File: src/rtl/mips_div_pkg.sv
// Shared definitions for the MIPS sequential divider: FSM states,
// default operand width and the divide-by-zero quotient pattern.
package mips_div_pkg;

    typedef enum logic [1:0] {
        ST_IDLE = 2'd0,
        ST_RUN  = 2'd1,
        ST_FIX  = 2'd2,
        ST_DONE = 2'd3
    } div_state_t;

    localparam int DIV_WIDTH = 32;

    // Wide enough for any supported WIDTH; users slice the low WIDTH bits.
    localparam logic [63:0] DIV_ZERO_QUO = '1;

endpackage

File: src/rtl/div_step.sv
// One restoring division step: shift in the next dividend bit, trial-subtract
// the divisor and keep the difference when it does not go negative.
module div_step #(
    parameter int WIDTH = 32
) (
    input  logic [WIDTH-1:0] i_rem,
    input  logic             i_bit,
    input  logic [WIDTH-1:0] i_div,
    output logic [WIDTH-1:0] o_rem,
    output logic             o_qbit
);

    logic [WIDTH:0]   w_shift;
    logic [WIDTH-1:0] w_diff;

    // The shifted remainder needs WIDTH+1 bits; the kept difference is always
    // below the divisor, so the low WIDTH bits of the subtraction suffice.
    assign w_shift = {i_rem, i_bit};
    assign o_qbit  = (w_shift >= {1'b0, i_div});
    assign w_diff  = w_shift[WIDTH-1:0] - i_div;
    assign o_rem   = o_qbit ? w_diff : w_shift[WIDTH-1:0];

endmodule

File: src/rtl/mips_divider.sv
// Iterative restoring DIV/DIVU: one quotient bit per clock, Done WIDTH+2 cycles after Start
// (1 cycle for B == 0); Start is ignored while Busy. Signed mode needs MIPS_DIVIDER_SIGNED_EN.
module mips_divider
    import mips_div_pkg::*;
#(
    parameter int WIDTH = DIV_WIDTH
) (
    input  logic             Clock,
    input  logic             Reset_n,
    input  logic             Start,
    input  logic             Signed,
    input  logic [WIDTH-1:0] A,
    input  logic [WIDTH-1:0] B,
    output logic             Busy,
    output logic             Done,
    output logic [WIDTH-1:0] Quotient,
    output logic [WIDTH-1:0] Remainder,
    output logic             DivByZero,
    output logic             Overflow
);

    localparam int               CNT_W   = $clog2(WIDTH);
    localparam logic [WIDTH-1:0] MIN_NEG = {1'b1, {(WIDTH-1){1'b0}}};

    div_state_t       r_state;
    logic [CNT_W-1:0] r_cnt;
    logic [WIDTH-1:0] r_rem;
    logic [WIDTH-1:0] r_quo;
    logic [WIDTH-1:0] r_div;
    logic             r_neg_q;
    logic             r_neg_r;
    logic             r_dbz;
    logic             r_ovf;
    logic             r_busy;
    logic             r_done;
    logic [WIDTH-1:0] r_q_out;
    logic [WIDTH-1:0] r_r_out;
    logic             r_dbz_out;
    logic             r_ovf_out;

    logic             w_neg_a;
    logic             w_neg_b;
    logic             w_ovf;
    logic [WIDTH-1:0] w_abs_a;
    logic [WIDTH-1:0] w_abs_b;
    logic [WIDTH-1:0] w_step_rem;
    logic             w_step_q;

    always_comb begin
        w_neg_a = 1'b0;
        w_neg_b = 1'b0;
        w_ovf   = 1'b0;
`ifdef MIPS_DIVIDER_SIGNED_EN
        w_neg_a = Signed & A[WIDTH-1];
        w_neg_b = Signed & B[WIDTH-1];
        w_ovf   = Signed & (A == MIN_NEG) & (&B);
`else
        // Unsigned-only build: the Signed request has no effect.
        w_neg_a = Signed & 1'b0;
`endif
        w_abs_a = w_neg_a ? -A : A;
        w_abs_b = w_neg_b ? -B : B;
    end

    div_step #(.WIDTH(WIDTH)) u_step (
        .i_rem  (r_rem),
        .i_bit  (r_quo[WIDTH-1]),
        .i_div  (r_div),
        .o_rem  (w_step_rem),
        .o_qbit (w_step_q)
    );

    always_ff @(posedge Clock or negedge Reset_n) begin
        if (!Reset_n) begin
            r_state   <= ST_IDLE;
            r_cnt     <= '0;
            r_rem     <= '0;
            r_quo     <= '0;
            r_div     <= '0;
            r_neg_q   <= 1'b0;
            r_neg_r   <= 1'b0;
            r_dbz     <= 1'b0;
            r_ovf     <= 1'b0;
            r_busy    <= 1'b0;
            r_done    <= 1'b0;
            r_q_out   <= '0;
            r_r_out   <= '0;
            r_dbz_out <= 1'b0;
            r_ovf_out <= 1'b0;
        end else begin
            r_done <= 1'b0;
            case (r_state)
                ST_IDLE: begin
                    // Busy stays up through the Done cycle, so a Start there is dropped.
                    if (r_done) begin
                        r_busy <= 1'b0;
                    end else if (Start && !r_busy) begin
                        r_busy  <= 1'b1;
                        r_quo   <= (B == '0) ? A : w_abs_a;
                        r_div   <= w_abs_b;
                        r_rem   <= '0;
                        r_cnt   <= CNT_W'(WIDTH - 1);
                        r_neg_q <= w_neg_a ^ w_neg_b;
                        r_neg_r <= w_neg_a;
                        r_dbz   <= (B == '0);
                        r_ovf   <= w_ovf;
                        r_state <= (B == '0) ? ST_DONE : ST_RUN;
                    end
                end
                ST_RUN: begin
                    r_rem <= w_step_rem;
                    r_quo <= {r_quo[WIDTH-2:0], w_step_q};
                    if (r_cnt == '0) begin
                        r_state <= ST_FIX;
                    end else begin
                        r_cnt <= r_cnt - CNT_W'(1);
                    end
                end
                ST_FIX: begin
                    if (r_neg_q) r_quo <= -r_quo;
                    if (r_neg_r) r_rem <= -r_rem;
                    r_state <= ST_DONE;
                end
                ST_DONE: begin
                    // On divide-by-zero r_quo still holds the raw dividend.
                    r_q_out   <= r_dbz ? DIV_ZERO_QUO[WIDTH-1:0] : r_quo;
                    r_r_out   <= r_dbz ? r_quo : r_rem;
                    r_dbz_out <= r_dbz;
                    r_ovf_out <= r_ovf;
                    r_done    <= 1'b1;
                    r_state   <= ST_IDLE;
                end
                default: r_state <= ST_IDLE;
            endcase
        end
    end

    assign Busy      = r_busy;
    assign Done      = r_done;
    assign Quotient  = r_q_out;
    assign Remainder = r_r_out;
    assign DivByZero = r_dbz_out;
    assign Overflow  = r_ovf_out;

endmodule

File: config.mk
export PLATFORM = sky130hd
export DESIGN_NAME = mips_divider
export DESIGN_NICKNAME = d
export VERILOG_FILES = /design/src/rtl/mips_div_pkg.sv /design/src/rtl/div_step.sv /design/src/rtl/mips_divider.sv
export SDC_FILE = /design/constraint.sdc
export NUM_CORES = 1
export LEC_CHECK = 0
export CAP_MARGIN = 20
export CORE_ASPECT_RATIO = 0.5
export CORE_MARGIN = 1.5
export CORE_UTILIZATION = 30
export CTS_CLUSTER_DIAMETER = 40
export DETAILED_ROUTE_END_ITERATION = 10
export HOLD_SLACK_MARGIN = 0.02
export PLACE_DENSITY_LB_ADDON = 0.08
export SLEW_MARGIN = 30
export SYNTH_ARGS = -nofsm -noshare
export SYNTH_HDL_FRONTEND = slang
export SYNTH_SLANG_ARGS = --single-unit
File: constraint.sdc
create_clock -name Clock -period 7.01 [get_ports Clock]
set_input_delay 1.7525 -clock Clock [delete_from_list [all_inputs] [get_ports Clock]]
set_output_delay 1.7525 -clock Clock [all_outputs]
set_load 0.02 [all_outputs]
==> summary.txt <==
Synthesis
  – Post-synth EDFFs: 0
  – Mapped Area: about 9300 um^2
  – Syn Area/Cell: 9.020 um^2
  – Most used DFF post-synth: dfrtp_1
  – Post-synth top area share: 45.84%
  – Post-synth cell types: 61
  – Syn. warnings: 0
  – Synth top area cells: dfrtp_1 46%, mux2i_1 9.4%, a21oi_1 5.5%
  – Cell taking the most area after synthesis: dfrtp_1
  – Asr flop ratio synth: 100.0%
  – Gate Count Post-Synth: a little over 1000
  – Synth Register Bits: roughly 170
  – Seq/Total Area, Yosys: ~46%
  – Syn Nets: 1142

Timing
  – Hold Violations, Final: 0
  – Max_slew headroom: 38.70%
  – Worst-Margin Slew: ~920 ps
  – Final Skew: ~15 ps
  – Max Clk Rate: ~260 MHz
  – PnR worst setup slack: approximately 3200 ps
  – Fin crit period: between 3000 and 4000 ps
  – Final setup vio count: 0
  – Setup TNS: 0 ps
  – Slew Limit Fails: 0
  – Unrepaired setup endpoints after global routing: false
  – Final worst path period share: a little over half

Min path
  – Hold path start: Done
  – Hold Path Depth: 1
  – HP Class: reg -> reg
  – Hold EP: Busy

Clock tree
  – Hold bufs inserted after CTS: 0
  – H-tree depth: 4
  – CTS tree: done
  – Clk sinks: about 170
  – Clock buffer count from CTS: 17
  – CTS resizes: 0
  – Clock root buffer: clkbuf_16
  – Worst-Skew Late Latency: around 450 ps
  – Max clock buf depth: 2
  – Worst-path clk slew: ~70 ps
  – Total setup buffers inserted after CTS: 0

Pwr
  – Sw frac: 41.85%
  – Total Power: 5.104 mW
  – Clock network fraction of total power: 20.6%
  – Peak supply drop: between 200 and 300 uV
  – Pleak: just under 5 nW
  – Cell internal pwr: 2.968 mW
  – Share of power burned in registers: roughly 33%
  – Net switching power: ~2.1 mW
  – Comb power frac: 46.2%
  – PwrDens: approximately 440 nW/um^2

Critical path
  – Max incr delay on CP: 590 ps
  – Setup slack, reg-to-reg: ~3400 ps
  – Reg2reg start: r_rem[15]
  – Critical-path top delay cell: nor2_1
  – Crit path capture type: flop
  – CP delay by family, top: simple AND/OR/NAND/NOR gates
  – CP startpoint kind: primary input
  – FF-to-FF End: r_rem[1]
  – Crit path buf inv count: 1
  – Crit-path max FO: 11
  – Reg2Reg Depth: 10
  – Worst Path Arrival: between 4000 and 5000 ps
  – Crit path kind: in -> reg
  – Critical path cell sequence: clkdlybuf4s50_1 > a21boi_1 > or3_2 > nor2_1 > nand2_1 > o21ai_0
  – Worst endpoint required time: approximately 7400 ps

Global route
  – Global route overflow: 0
  – Global-route wire length before repair: 43820 um
  – Global-route usage over all layers: between 15 and 20%
  – Initial antenna violation count: 1
  – Largest net degree at the start of global routing: 97
  – Vias in the first global route: 7342

Layout
  – Area grow syn2layout: 24.57%
  – Most frequent cells in the layout: 170 x dfrtp_1, 132 x clkdlybuf4s50_1, 128 x nor2_1, 122 x nand2_1, 103 x a21oi_1
  – Commonest non-fill, non-tap cell in the layout: dfrtp_1
  – Nets@finish: 1238
  – Layout cells sized above 1: 4.633%

Route
  – Post-DRT Antenna Nets: 0
  – Routed vias: approximately 7600
  – Routed wire length: 27760 um
  – Initial DRC Count: a little over 500
  – Wire per inst: approximately 18 um
  – Post-route DRC: 0
  – First-pass DRT Iterations: 5
  – Vias per cell: ~4.9

Placement
  – Placer Congestion: approximately 0.83
  – Place WS: 2782 ps
  – Final HPWL DP: between 20000 and 25000 um
  – # port buffers: roughly 130

Job
  – MaxCap Viol Count: 0

Floorplan
  – DIE AREA: 32250 um^2
  – Die W: 252.5 um
  – Die Ht: around 130 um
  – Core area: slightly above 30000 um^2
  – Io pins: 136
  – Row cnt: 45
  – Starting density of the core: between 30 and 40%

Outcome
  – Outcome: complete, no violations
-- registers in the layout (all words and copies together) (netlist names) --
| signal | cells |
|---|---|
| Quotient | 32 |
| Remainder | 32 |
| r_div | 32 |
| r_quo | 32 |
| r_rem | 32 |
| r_cnt | 5 |
| r_state | 2 |
| Busy | 1 |
| DivByZero | 1 |
| Done | 1 |
| r_dbz | 1 |
-- cell families after synthesis --
family / synth area share, %
xor+xnor: 2.439
simple gates: 14.21
buf+inv: 4.919
mux: 9.556
compound gates: 17.69
other cells: 0.04017
fa+ha+maj: 5.308
flops: 45.84
-- metal layers --
metal  wire length (um)  GRT usage (%)  vias to the layer above
li1                   -              -                     3771
met1              14740          27.64                     3727
met2              11670          25.23                      123
met3               1076          3.452                       16
met4                267          4.650                        0
met5                  0              0                        -
-- cell usage after synthesis (10+ instances only) --
| library cell | number |
|---|---|
| a21oi_1 | 103 |
| nor4_1 | 10 |
| ha_1 | 38 |
| xor2_1 | 13 |
| nand3_1 | 16 |
| o21ai_0 | 92 |
| buf_1 | 11 |
| a21o_1 | 15 |
| dfrtp_1 | 171 |
| inv_1 | 45 |
| nor2_1 | 128 |
| nand2_1 | 122 |
| o21ai_1 | 20 |
| xnor2_1 | 13 |
| clkbuf_1 | 41 |
| mux2i_1 | 88 |
-- stage by stage --
step                instance area (um^2)  hold slack (ps)  std cells  util [%]
finish                             11630            482.4       1568     38.18
global route                       11630            516.2       1568     38.18
CTS                                11620            487.2       1567     38.16
detailed placement                 10980            474.0       1535     36.05
global placement                   10980            468.3       1535     36.04
floorplan                           9335            452.3       1035         -
-- worst max-delay path by stage --
stage	from	endpoint	depth (start not counted)
6_report	Start	r_rem[26]	6
5_1_grt	Start	r_rem[28]	6
3_5_place_dp	Start	r_rem[30]	6
4_1_cts	Start	r_rem[30]	6
2_1_floorplan	Start	r_rem[30]	7
3_3_place_gp	Start	r_rem[30]	6
-- area by class of cell --
cell class,instances,area [um^2]
antenna,1,2.502
clock buffer,21,460.4
clock inverter,11,180.2
fill,3106,18830
inverter,45,168.9
multi-input combinational,756,4618
sequential,171,4280
tap,423,529.3
timing repair buffer,140,1389
-- power by group through the flow --
stage | Clock [mW] | Combinational [mW] | Sequential (mW)
after floorplan | 0 | 1.33 | 1.86
after global placement | 0 | 2.34 | 1.71
after detailed placement | 0 | 2.38 | 1.72
after CTS | 1.08 | 2.39 | 1.70
after global routing | 1.12 | 2.64 | 1.75
final | 1.05 | 2.36 | 1.69
-- worst register-to-register path, stage by stage, from the launching register on --
cell	delay, ps
dfrtp_1	500
ha_1	480
a21oi_1	400
o211ai_1	150
a21boi_1	280
nand3b_1	150
a31oi_1	50
or2_1	360
a31oi_2	710
mux2i_1	170
a22o_1	220
Power figures use the tool's default switching activity.
